[config.mk]
export PLATFORM = sky130hd
export DESIGN_NAME = pipelined_barrel_shifter
export DESIGN_NICKNAME = d
export VERILOG_FILES = /design/src/rtl/pipelined_barrel_shifter.sv
export SDC_FILE = /design/constraint.sdc
export NUM_CORES = 1
export LEC_CHECK = 0
export CAP_MARGIN = 5
export CORE_UTILIZATION = 40
export CTS_BUF_LIST = sky130_fd_sc_hd__clkbuf_2 sky130_fd_sc_hd__clkbuf_4 sky130_fd_sc_hd__clkbuf_8
export DETAILED_ROUTE_END_ITERATION = 10
export GPL_TIMING_DRIVEN = 1
export MAX_ROUTING_LAYER = met4
export PLACE_DENSITY = 0.68
export SLEW_MARGIN = 25
export SYNTH_ARGS = -nofsm -noshare
export SYNTH_HDL_FRONTEND = slang
export SYNTH_SLANG_ARGS = --single-unit
[constraint.sdc]
create_clock -name clk -period 12.94 [get_ports clk]
set_input_delay 2.588 -clock clk [delete_from_list [all_inputs] [get_ports clk]]
set_output_delay 2.588 -clock clk [all_outputs]
set_load 0.01 [all_outputs]
[src/rtl/pipelined_barrel_shifter.sv]
// Fully pipelined barrel shifter (LSR/LSL/ASR/ROR), one 2^k stage per shift-amount bit.
// Define BSHIFT_STICKY_EN to build the sticky chain; otherwise out_sticky is tied to 0.
`timescale 1ns/1ps
module pipelined_barrel_shifter #(
  parameter int unsigned WIDTH = 24,
  parameter int unsigned TAG_W = 4,
  localparam int unsigned SHIFT_W = $clog2(WIDTH)
) (
  input  logic               clk,
  input  logic               rst,
  input  logic               in_valid,
  output logic               in_ready,
  input  logic [WIDTH-1:0]   in_data,
  input  logic [SHIFT_W-1:0] in_amt,
  input  logic [1:0]         in_mode,
  input  logic [TAG_W-1:0]   in_tag,
  output logic               out_valid,
  input  logic               out_ready,
  output logic [WIDTH-1:0]   out_data,
  output logic               out_sticky,
  output logic [TAG_W-1:0]   out_tag
);

  typedef enum logic [1:0] {
    ModeLsr = 2'b00,
    ModeLsl = 2'b01,
    ModeAsr = 2'b10,
    ModeRor = 2'b11
  } mode_e;

  localparam logic [SHIFT_W:0] WidthAmt = (SHIFT_W + 1)'(WIDTH);

  function automatic int unsigned stage_dist(input int unsigned k);
    return 32'd1 << k;
  endfunction

  // Bits a stage of distance 2^k pushes out of the LSB end.
  function automatic logic [WIDTH-1:0] low_mask(input int unsigned k);
    return {WIDTH{1'b1}} >> (WIDTH - stage_dist(k));
  endfunction

  logic               stall;
  logic [SHIFT_W-1:0] pre_amt;

  // Stage inputs (stage 0 fed from the ports, stage k from register k-1)
  logic [WIDTH-1:0]   st_data  [SHIFT_W];
  logic [SHIFT_W-1:0] st_amt   [SHIFT_W];
  mode_e              st_mode  [SHIFT_W];
  logic [TAG_W-1:0]   st_tag   [SHIFT_W];
  logic [SHIFT_W-1:0] st_valid;

  logic [WIDTH-1:0]   sh_data  [SHIFT_W];
  logic [WIDTH-1:0]   nx_data  [SHIFT_W];

  logic [WIDTH-1:0]   data_q   [SHIFT_W];
  logic [SHIFT_W-1:0] amt_q    [SHIFT_W];
  mode_e              mode_q   [SHIFT_W];
  logic [TAG_W-1:0]   tag_q    [SHIFT_W];
  logic [SHIFT_W-1:0] valid_q;

`ifdef BSHIFT_STICKY_EN
  logic [SHIFT_W-1:0] st_sticky;
  logic [SHIFT_W-1:0] nx_sticky;
  logic [SHIFT_W-1:0] sticky_q;
`endif

  assign out_valid = valid_q[SHIFT_W-1];
  assign stall     = out_valid & ~out_ready;
  assign in_ready  = ~stall;
  assign out_data  = data_q[SHIFT_W-1];
  assign out_tag   = tag_q[SHIFT_W-1];
`ifdef BSHIFT_STICKY_EN
  assign out_sticky = sticky_q[SHIFT_W-1];
`else
  assign out_sticky = 1'b0;
`endif

  // Rotation wraps modulo WIDTH; amounts are < 2*WIDTH so one subtraction suffices.
  always_comb begin
    pre_amt = in_amt;
    if ((mode_e'(in_mode) == ModeRor) && ({1'b0, in_amt} >= WidthAmt)) begin
      pre_amt = in_amt - WidthAmt[SHIFT_W-1:0];
    end
  end

  always_comb begin
    st_data[0]  = in_data;
    st_amt[0]   = pre_amt;
    st_mode[0]  = mode_e'(in_mode);
    st_tag[0]   = in_tag;
    st_valid[0] = in_valid;
    for (int unsigned k = 1; k < SHIFT_W; k++) begin
      st_data[k]  = data_q[k-1];
      st_amt[k]   = amt_q[k-1];
      st_mode[k]  = mode_q[k-1];
      st_tag[k]   = tag_q[k-1];
      st_valid[k] = valid_q[k-1];
    end
  end

  always_comb begin
    for (int unsigned k = 0; k < SHIFT_W; k++) begin
      sh_data[k] = st_data[k];
      unique case (st_mode[k])
        ModeLsr: sh_data[k] = st_data[k] >> stage_dist(k);
        ModeLsl: sh_data[k] = st_data[k] << stage_dist(k);
        // The MSB is the original sign at every stage, so it is the fill bit.
        ModeAsr: sh_data[k] = $signed(st_data[k]) >>> stage_dist(k);
        ModeRor: sh_data[k] = (st_data[k] >> stage_dist(k))
                            | (st_data[k] << (WIDTH - stage_dist(k)));
      endcase
      nx_data[k] = st_amt[k][k] ? sh_data[k] : st_data[k];
    end
  end

`ifdef BSHIFT_STICKY_EN
  always_comb begin
    st_sticky[0] = 1'b0;
    for (int unsigned k = 1; k < SHIFT_W; k++) begin
      st_sticky[k] = sticky_q[k-1];
    end
    for (int unsigned k = 0; k < SHIFT_W; k++) begin
      nx_sticky[k] = st_sticky[k]
                   | (st_amt[k][k]
                      & ((st_mode[k] == ModeLsr) | (st_mode[k] == ModeAsr))
                      & (|(st_data[k] & low_mask(k))));
    end
  end
`endif

  // Single global enable: bubbles move with valid entries, nothing is compressed.
  always_ff @(posedge clk or posedge rst) begin
    if (rst) begin
      valid_q <= '0;
      for (int unsigned k = 0; k < SHIFT_W; k++) begin
        data_q[k] <= '0;
        amt_q[k]  <= '0;
        mode_q[k] <= ModeLsr;
        tag_q[k]  <= '0;
      end
`ifdef BSHIFT_STICKY_EN
      sticky_q <= '0;
`endif
    end else if (!stall) begin
      for (int unsigned k = 0; k < SHIFT_W; k++) begin
        valid_q[k] <= st_valid[k];
        if (st_valid[k]) begin
          data_q[k] <= nx_data[k];
          amt_q[k]  <= st_amt[k];
          mode_q[k] <= st_mode[k];
          tag_q[k]  <= st_tag[k];
`ifdef BSHIFT_STICKY_EN
          sticky_q[k] <= nx_sticky[k];
`endif
        end
      end
    end
  end

endmodule

==> results of run 1 <==
[through the flow]
stage | total power, mW | std cells | worst slack (ns)
3_3_place_gp | 2.03 | 1082 | 6.19
2_1_floorplan | 1.79 | 847 | 5.95
4_1_cts | 2.49 | 1114 | 6.17
6_report | 2.49 | 1114 | 6.19
5_1_grt | 2.65 | 1114 | 6.10
3_5_place_dp | 2.04 | 1082 | 6.17
[placed cells by master (no fill, tap or decap), drive strengths merged]
cell type / instances
nor2b: 25
and2: 3
clkinv: 6
mux2i: 9
nand2b: 6
ha: 1
nand3: 4
o211ai: 88
clkdlybuf4s50: 68
clkinvlp: 2
buf: 7
inv: 14
xor2: 1
conb: 1
a31oi: 30
bufinv: 5
and3b: 70
nand2: 14
clkbuf: 20
o2bb2ai: 80
o22ai: 16
a211oi: 88
o21ai: 3
a21oi: 45
dfrtp: 163
mux2: 65
[report_power, final]
group / total, mW / internal, mW / switching, mW / leakage (nW)
clock: 0.436 / 0.243 / 0.193 / 0.233
combinational: 0.977 / 0.511 / 0.466 / 1.81
sequential: 1.07 / 0.738 / 0.335 / 1.97
total: 2.49 / 1.49 / 0.994 / 4.01
[synthesized netlist by cell type, types with 14 or more instances]
cell type  number
and3b_1        70
a31oi_1        30
a211oi_1       88
o2bb2ai_1      80
dfrtp_1       163
o211ai_1       88
buf_2          35
a21oi_1        45
mux2_2         59
buf_4          31
nor2b_1        24
nand2_1        14
clkbuf_1       47
o22ai_1        16
[worst paths after layout]
| path | start | to | slack (ns) | depth (start not counted) |
|---|---|---|---|---|
| max | out_ready | in_ready | 6.19 | 4 |
| min | out_data[16]$_DFFE_PP0P_ | out_data[16]$_DFFE_PP0P_ | 0.50 | 1 |
| max reg2reg | valid_q[4]$_DFFE_PP0N_ | st_tag[13]$_DFFE_PP0P_ | 9.87 | 6 |
| min reg2reg | out_data[16]$_DFFE_PP0P_ | out_data[16]$_DFFE_PP0P_ | 0.50 | 1 |
| max in group asynchronous | rst | out_data[1]$_DFFE_PP0P_ | 9.12 | 3 |
| min in group asynchronous | rst | st_tag[15]$_DFFE_PP0P_ | 2.68 | 2 |
[cells by family (layout without fill, tap and decap cells)]
logic type / count (synthesis) / count (layout) / share of synthesized area
AO/OA/AOI/OAI: 350 / 350 / 0.280
flip-flops: 163 / 163 / 0.448
buffers and inverters: 135 / 122 / 0.0774
AND/OR/NAND/NOR: 122 / 122 / 0.0999
multiplexers: 74 / 74 / 0.0912
adder cells (fa/ha/maj): 1 / 1 / 0.00138
other: 1 / 1 / 0.000412
XOR/XNOR: 1 / 1 / 0.000963
[sequential cells by signal (all words and copies together) (netlist names)]
name	cells
out_tag	4
st_tag	16
data_q	96
valid_q	5
out_data	24
amt_q	10
mode_q	8
[metal layers]
metal,up-vias,routed length [um],GRT usage,part of all wire
met3,21,731,0.0290,0.034
met2,189,9820,0.289,0.45
met4,0,382,0.0712,0.018
met1,3409,10800,0.278,0.50
li1,3221,-,-,-
met5,-,0,-,0
[area by class of cell]
class / count / share of cell area
Clock buffer: 20 / 0.0269
Clock inverter: 12 / 0.0201
Inverter: 15 / 0.00625
Multi-Input combinational cell: 549 / 0.431
Sequential cell: 163 / 0.407
Tap cell: 280 / 0.0350
Timing Repair Buffer: 75 / 0.0736
==> out/qor.yml, run 1 <==
fillers: 2045
yosysTopAreaCellShare: 0.448
synth_cells: 847
yosysTopAreaCell: "dfrtp_1"
cpMostUsedCell: "clkdlybuf4s50_1"
cp.required_ns: 10.35
place.gp.congestion: 0.809
rsz0062_at_grt: "false"
crit_buf_inv: 3
synth-seq-cells: 163
finalCritPeriodShare: 0.522
ys.flop_type: "dfrtp_1"
cp-end-kind: "primary output"
status: "finished with violations"
synthArstFlopShare: 1.00
vias: 6840
detail-route-antenna-nets: 0
violations: "design-rule violations"
clk_latency_ns: 0.46
die-area_um2: 23300
nets: 861
fin_hold_ws_ns: 0.497
htree_num_levels: 4
antenna_found_initial: 0
clk_pin_slew_ns: 0.08
post_drt_wl_per_cell_um: 19.5
fp.dieH_um: 153
grt-ovfl-total: 0
numCtsBuffers: 17
max_cap_violations: 0
port_buffers: 68
area_delta_synth_final_pct: 10.1
regArea_um2: 4080
place_area_um2: 9540
io_pins: 70
grt_start_max_net_pins: 92
viasPerCell: 6.14
pwr_density_cell_nw_per_um2: 248
worst_slew_pin_slew_ns: 1.01
dr.pass1.iters: 11
cts.path.max_buffers: 2
arrival_ns: 4.16
critPathMaxFanout: 26
slew_headroom: 0.330
die_w_um: 153
path_class: "in -> out"
ys_types: 31
syn_area_per_cell_um2: 10.7
stdcell_area_um2: 10000
post-route-min-period_ns: 6.75
cts_tree: "done"
setup_violations: 0
final-hold-violation-count: 0
synth_edf_count: 0
setup_tns_ns: 0
fmax_mhz: 148
postCtsHoldBufs: 0
drt_iter0_drc: 512
grt_pass1_vias: 6602
cts_setup_buffers: 0
clock-sinks: 163
core.rowCount: 54
hold_class: "reg -> reg"
post-route-drc-count: 4
cpPeakStageDelay_ns: 0.60
cts_root_buf: "clkbuf_8"
grt_usage: 0.198
startpoint_type: "input pin"
critPathSlowestCell: "clkdlybuf4s50_1"
synth-seq-area-share: 0.448
yosys-top-cells-area: "dfrtp_1 45%, o2bb2ai_1 7.7%, mux2_2 7.3%"
diodes: 0
ir_drop_v: 0.0000864
start_util: 0.412
wl_um: 21800
finish.utilization: 0.453
maxSlewViolCount: 0
dp_hpwl_um: 14200
core-area_um2: 22100
crit_family: "buffers and inverters"
yosysWarnings: 0
post_cts_resized: 0
skew_ns: 0.0126
crit_chain: "clkdlybuf4s50_1 > nor2b_4 > clkinv_2 > clkdlybuf4s50_1"
synth.net_count: 887
drive_gt1_frac: 0.126
p_leak_nw: 4.01
netlist_area_um2: 9100
multiInputGateArea_um2: 4320
grt_pass1_wl_um: 36200
No activity file was read; power rests on OpenSTA's default activity.
==> run 2: changes to the inputs <==
--- a/config.mk
+++ b/config.mk
@@ -11,7 +11,7 @@
 export DETAILED_ROUTE_END_ITERATION = 10
 export GPL_TIMING_DRIVEN = 1
 export MAX_ROUTING_LAYER = met4
-export PLACE_DENSITY = 0.68
+export PLACE_DENSITY = 0.7
 export SLEW_MARGIN = 25
 export SYNTH_ARGS = -nofsm -noshare
 export SYNTH_HDL_FRONTEND = slang
==> constraint.sdc (replaced) <==
create_clock -name clk -period 5.9 [get_ports clk]
set_input_delay 1.18 -clock clk [delete_from_list [all_inputs] [get_ports clk]]
set_output_delay 1.18 -clock clk [all_outputs]
set_load 0.01 [all_outputs]
==> run 2 against run 1 <==
Against the previous run:
- utilization shrank 0.15 points
- total power grew 120%
- sequential share of layout area grew 0.13 points
- the run still ends with design-rule violations left
- critical path type unchanged
- register-to-register slack lost 6.6 ns
- count of clock-buffer cells in the layout grew 1
- first-iteration DRC count grew 20%
- largest power group unchanged
- critical endpoint unchanged
- final cell count grew 0.18%
- non-clock buffer count grew 2
- worst hold slack lost 0.0019 ns
- flip-flop and latch count is the same
==> out/qor.yml, run 2 (same netlist as run 1, synthesis figures left out) <==
setup_violations: 0  # unchanged
crit_chain: "clkdlybuf4s50_1 > nor2b_4 > clkinv_2 > clkdlybuf4s50_1"
fmax_mhz: 240
diodes: 0  # unchanged
regArea_um2: 4080  # unchanged
detail-route-antenna-nets: 0  # unchanged
worst-r2r-setup-slack_ns: 3.29  # -6.58 ns
post_drt_wl_per_cell_um: 19.5  # -0.27%
final_cell_mix: "163 x dfrtp_1, 88 x a211oi_1, 88 x o211ai_1"
postCtsHoldBufs: 0  # unchanged
cts.path.max_buffers: 2  # unchanged
cp-end-kind: "primary output"
slew_headroom: 0.348  # +0.0180
grt_pass1_vias: 6455  # -2.2%
dr.pass1.iters: 10  # -1
post-route-drc-count: 4  # unchanged
die-area_um2: 23300  # unchanged
top_register: "data_q"
finalCritPeriodShare: 0.707
nets: 863  # +0.23%
numCtsBuffers: 17  # unchanged
rsz0062_at_grt: "false"
max_cap_violations: 0  # unchanged
cts_root_buf: "clkbuf_8"
vias: 6914  # +1.1%
die_w_um: 153  # unchanged
area_delta_synth_final_pct: 9.74
final_common_cell: "dfrtp_1"
pwr_density_cell_nw_per_um2: 539  # +120%
wl_um: 21700  # about the same
post-route-min-period_ns: 4.17
maxSlewViolCount: 0  # unchanged
viasPerCell: 6.20  # +0.90%
core-area_um2: 22100  # unchanged
violations: "design-rule violations"
place.gp.congestion: 0.827  # +2.2%
multiInputGateArea_um2: 4310  # about the same
arrival_ns: 2.99  # -1.17 ns
final-hold-violation-count: 0  # unchanged
cts_setup_buffers: 0  # unchanged
core.rowCount: 54  # unchanged
io_pins: 70  # unchanged
cts_tree: "done"
worst_slew_pin_slew_ns: 0.979  # -0.0270 ns
finish.utilization: 0.452  # -0.00147
fp.dieH_um: 153  # unchanged
drt_iter0_drc: 616  # +20%
skew_ns: 0.0127  # +0.000154 ns
largest_register_ffs: 96  # unchanged
clk_latency_ns: 0.49  # +0.03 ns
ir_drop_v: 0.000182  # +110%
grt_pass1_wl_um: 36100  # -0.32%
cp.required_ns: 4.72  # -5.63 ns
post_cts_resized: 0  # unchanged
dp_hpwl_um: 14200  # +0.21%
grt_start_max_net_pins: 92  # unchanged
antenna_found_initial: 0  # unchanged
port_buffers: 68  # unchanged
startpoint_type: "input pin"
grt_usage: 0.198  # about the same
path_class: "in -> out"
clk_pin_slew_ns: 0.08  # about the same
drive_gt1_frac: 0.127  # +0.000895
fillers: 2073  # +1.4%
start_util: 0.412  # unchanged
cpMostUsedCell: "clkdlybuf4s50_1"
clock-sinks: 163  # unchanged
grt-ovfl-total: 0  # unchanged
status: "finished with violations"
htree_num_levels: 4  # unchanged
cpPeakStageDelay_ns: 0.65  # +0.05 ns
critPathSlowestCell: "clkdlybuf4s50_1"
critPathMaxFanout: 40  # +54%
hold_class: "reg -> reg"
p_leak_nw: 3.99  # -0.39%
setup_tns_ns: 0  # unchanged
-- run 2: cell count changes in the layout (fill, tap and decap cells not counted), sizes merged --
cell,previous run,this run
buf,7,9
clkinvlp,2,3
clkbuf,20,21
bufinv,5,3
-- run 2: worst max-delay path: cells and delay by family --
family / cells / cell delay, ns
buf+inv: 3 / 1.59
simple gates: 1 / 0.22
-- run 2: metal layers --
layer | vias up | share of wire | track usage | wire (um)
met5 | - | 0 | - | 0
met4 | 0 | 0.022 | 0.0678 | 473
met3 | 32 | 0.047 | 0.0378 | 1010
met2 | 220 | 0.45 | 0.286 | 9860
met1 | 3430 | 0.48 | 0.276 | 10400
li1 | 3232 | - | - | -
-- run 2: where the power goes --
group / switching (mW) / internal [mW]
sequential: 0.726 / 1.62
combinational: 1.02 / 1.12
clock: 0.430 / 0.452
total: 2.18 / 3.20
-- run 2: area by class of cell --
type | instances | share of cell area
Clock inverter | 11 | 0.0153
Sequential cell | 163 | 0.409
Multi-Input combinational cell | 549 | 0.432
Inverter | 15 | 0.00627
Clock buffer | 21 | 0.0277
Timing Repair Buffer | 77 | 0.0750
Tap cell | 280 | 0.0351
-- run 2: worst paths after layout --
path	from	endpoint	depth (start not counted)
min in group asynchronous	rst	amt_q[22]$_DFFE_PP0P_	2
min reg2reg	out_data[22]$_DFFE_PP0P_	out_data[22]$_DFFE_PP0P_	1
max reg2reg	valid_q[4]$_DFFE_PP0N_	data_q[113]$_DFFE_PP0P_	5
max	out_ready	in_ready	4
max in group asynchronous	rst	out_data[23]$_DFFE_PP0P_	3
min	out_data[22]$_DFFE_PP0P_	out_data[22]$_DFFE_PP0P_	1
-- run 2: through the flow --
| stage | cells | area, um^2 | hold slack, ns | worst slack [ns] | power, mW |
|---|---|---|---|---|---|
| floorplan | 847 | 9100 | 0.454 | 0.315 | 3.93 |
| global placement | 1084 | 9550 | 0.478 | 1.76 | 4.44 |
| detailed placement | 1084 | 9550 | 0.475 | 1.72 | 4.49 |
| CTS | 1116 | 9980 | 0.499 | 1.72 | 5.38 |
| global route | 1116 | 9980 | 0.530 | 1.66 | 5.73 |
| finish | 1116 | 9980 | 0.495 | 1.73 | 5.38 |
==> run 3: changes to the inputs <==
--- a/config.mk
+++ b/config.mk
@@ -11,7 +11,7 @@
 export DETAILED_ROUTE_END_ITERATION = 10
 export GPL_TIMING_DRIVEN = 1
 export MAX_ROUTING_LAYER = met4
-export PLACE_DENSITY = 0.7
+export PLACE_DENSITY = 0.68
 export SLEW_MARGIN = 25
 export SYNTH_ARGS = -nofsm -noshare
 export SYNTH_HDL_FRONTEND = slang
==> constraint.sdc (replaced) <==
create_clock -name clk -period 4.2 [get_ports clk]
set_input_delay 0.84 -clock clk [delete_from_list [all_inputs] [get_ports clk]]
set_output_delay 0.84 -clock clk [all_outputs]
set_load 0.01 [all_outputs]
==> run 3 against run 2 <==
Against the previous run:
- the flow still finishes with violations (design-rule violations)
- largest cell class unchanged
- sequential share of layout area shrank 0.15 points
- utilization up 0.17 points
- global-route usage down 0.13 points
- final cell count is 0.45% higher
- critical path depth is the same
- first-iteration DRC count shrank 7.5%
- critical endpoint unchanged
==> out/qor.yml, run 3 (same netlist as run 1, synthesis figures left out) <==
pwr_density_cell_nw_per_um2: 747  # +39%
nets: 868  # +0.58%
grt-ovfl-total: 0  # unchanged
max_cap_violations: 0  # unchanged
top_register: "data_q"
start_util: 0.412  # unchanged
path_class: "in -> out"
grt_usage: 0.197  # -0.00126
drive_gt1_frac: 0.132  # +0.00519
status: "finished with violations"
regToRegStartpoint: "valid_q[4]$_DFFE_PP0N_"
power.share.sequential: 0.436  # about the same
rsz0062_at_grt: "false"
slew_headroom: 0.334  # -0.0140
htree_num_levels: 4  # unchanged
cts_tree: "done"
fin_hold_ws_ns: 0.492  # -0.00338 ns
setup_tns_ns: 0  # unchanged
cpMostUsedCell: "clkdlybuf4s50_1"
hold_class: "reg -> reg"
cp-end-kind: "primary output"
clk_latency_ns: 0.47  # -0.02 ns
post-route-min-period_ns: 3.20
finish.utilization: 0.454  # +0.00170
critPathMaxFanout: 21  # -48%
p_leak_nw: 4.01  # +0.54%
grt_pass1_vias: 6579  # +1.9%
arrival_ns: 2.36  # -0.63 ns
crit_family: "buffers and inverters"
finalWorstSetupSlack_ns: 1.00  # -0.725 ns
largest_register_ffs: 96  # unchanged
violations: "design-rule violations"
dp_worst_setup_slack_ns: 0.999  # -0.721 ns
io_pins: 70  # unchanged
viasPerCell: 6.09  # -1.7%
dr.pass1.iters: 10  # unchanged
postCtsHoldBufs: 0  # unchanged
die-area_um2: 23300  # unchanged
wl_um: 21400  # -1.4%
hp-start: "amt_q[22]$_DFFE_PP0P_"
placed_cells: 1089  # +0.46%
core.rowCount: 54  # unchanged
dp_hpwl_um: 14300  # +0.29%
crit_chain: "clkdlybuf4s50_1 > nor2b_4 > clkinv_2 > clkdlybuf4s50_1"
ir_drop_v: 0.000296  # +63%
post_cts_resized: 0  # unchanged
startpoint_type: "input pin"
drt_iter0_drc: 570  # -7.5%
port_buffers: 68  # unchanged
final-hold-violation-count: 0  # unchanged
p_sw_mw: 3.05  # +40%
skew_ns: 0.00925  # -0.00347 ns
setup_violations: 0  # unchanged
cpPeakStageDelay_ns: 0.59  # -0.06 ns
fp.dieH_um: 153  # unchanged
cp.required_ns: 3.36  # -1.36 ns
stdcell_count: 1121  # +0.45%
crit_start: "out_ready"
cts.path.max_buffers: 2  # unchanged
clock-sinks: 163  # unchanged
power_frac_comb: 0.408  # +0.008
post-route-drc-count: 6  # +2
cts_setup_buffers: 0  # unchanged
clk_pin_slew_ns: 0.09  # about the same
p_sw_frac: 0.407  # +0.00179
clkPwrFrac: 0.156  # -0.008
antenna_found_initial: 0  # unchanged
core-area_um2: 22100  # unchanged
place.gp.congestion: 0.823  # -0.47%
grt_start_max_net_pins: 113  # +23%
fmax_mhz: 313
cts_root_buf: "clkbuf_8"
critPathSlowestCell: "clkdlybuf4s50_1"
post_drt_wl_per_cell_um: 19.1  # -1.8%
maxSlewViolCount: 0  # unchanged
worst_slew_pin_slew_ns: 1.00  # +0.0210 ns
final_cell_mix: "163 x dfrtp_1, 88 x a211oi_1, 88 x o211ai_1"
area_delta_synth_final_pct: 10.2
die_w_um: 153  # unchanged
grt_pass1_wl_um: 36000  # -0.32%
crit_buf_inv: 3  # unchanged
final_common_cell: "dfrtp_1"
detail-route-antenna-nets: 0  # unchanged
diodes: 0  # unchanged
numCtsBuffers: 17  # unchanged
p_int_mw: 4.44  # +39%
finalCritPeriodShare: 0.761
vias: 6827  # -1.3%
==> run 3: cell types whose count changed in the layout (fill, tap and decap cells not counted) <==
cell / previous run / this run
clkbuf_4: 2 / 1
bufinv_16: 3 / 2
buf_12: 0 / 2
inv_6: 2 / 4
clkbuf_8: 19 / 18
clkinv_4: 3 / 4
buf_4: 9 / 12
==> run 3: through the flow <==
| stage | power, mW | cell area, um^2 |
|---|---|---|
| floorplan | 5.52 | 9100 |
| global placement | 6.27 | 9610 |
| detailed placement | 6.33 | 9610 |
| CTS | 7.52 | 10000 |
| global route | 8.02 | 10000 |
| finish | 7.48 | 10000 |
==> run 3: worst paths after layout <==
kind	cells past startpoint	slack, ns	to
hold reg to reg	1	0.49	amt_q[22]$_DFFE_PP0P_
hold / removal	1	0.49	amt_q[22]$_DFFE_PP0P_
max in group asynchronous	3	2.41	data_q[40]$_DFFE_PP0P_
setup reg to reg	5	1.90	st_tag[15]$_DFFE_PP0P_
setup / recovery	4	1.00	in_ready
min in group asynchronous	2	0.85	st_tag[13]$_DFFE_PP0P_
==> run 3: metal layers <==
metal / vias to the layer above / wire length (um) / GRT usage
li1: 3241 / - / -
met1: 3379 / 10200 / 0.273
met2: 182 / 9890 / 0.287
met3: 25 / 917 / 0.0373
met4: 0 / 377 / 0.0669
met5: - / 0 / -
==> run 3: power groups by stage <==
stage          Clock [mW]  Sequential [mW]  Combinational, mW
6_report             1.17             3.26               3.06
3_3_place_gp            0             3.26               3.01
5_1_grt              1.27             3.39               3.36
4_1_cts              1.19             3.25               3.07
2_1_floorplan           0             2.70               2.82
3_5_place_dp            0             3.27               3.05
==> run 3: final cells by class <==
type,count,area (um^2)
Fill cell,2054,12100
Multi-Input combinational cell,549,4310
Sequential cell,163,4080
Timing Repair Buffer,82,811
Tap cell,280,350
Clock buffer,19,255
Clock inverter,13,150
Inverter,15,61.3
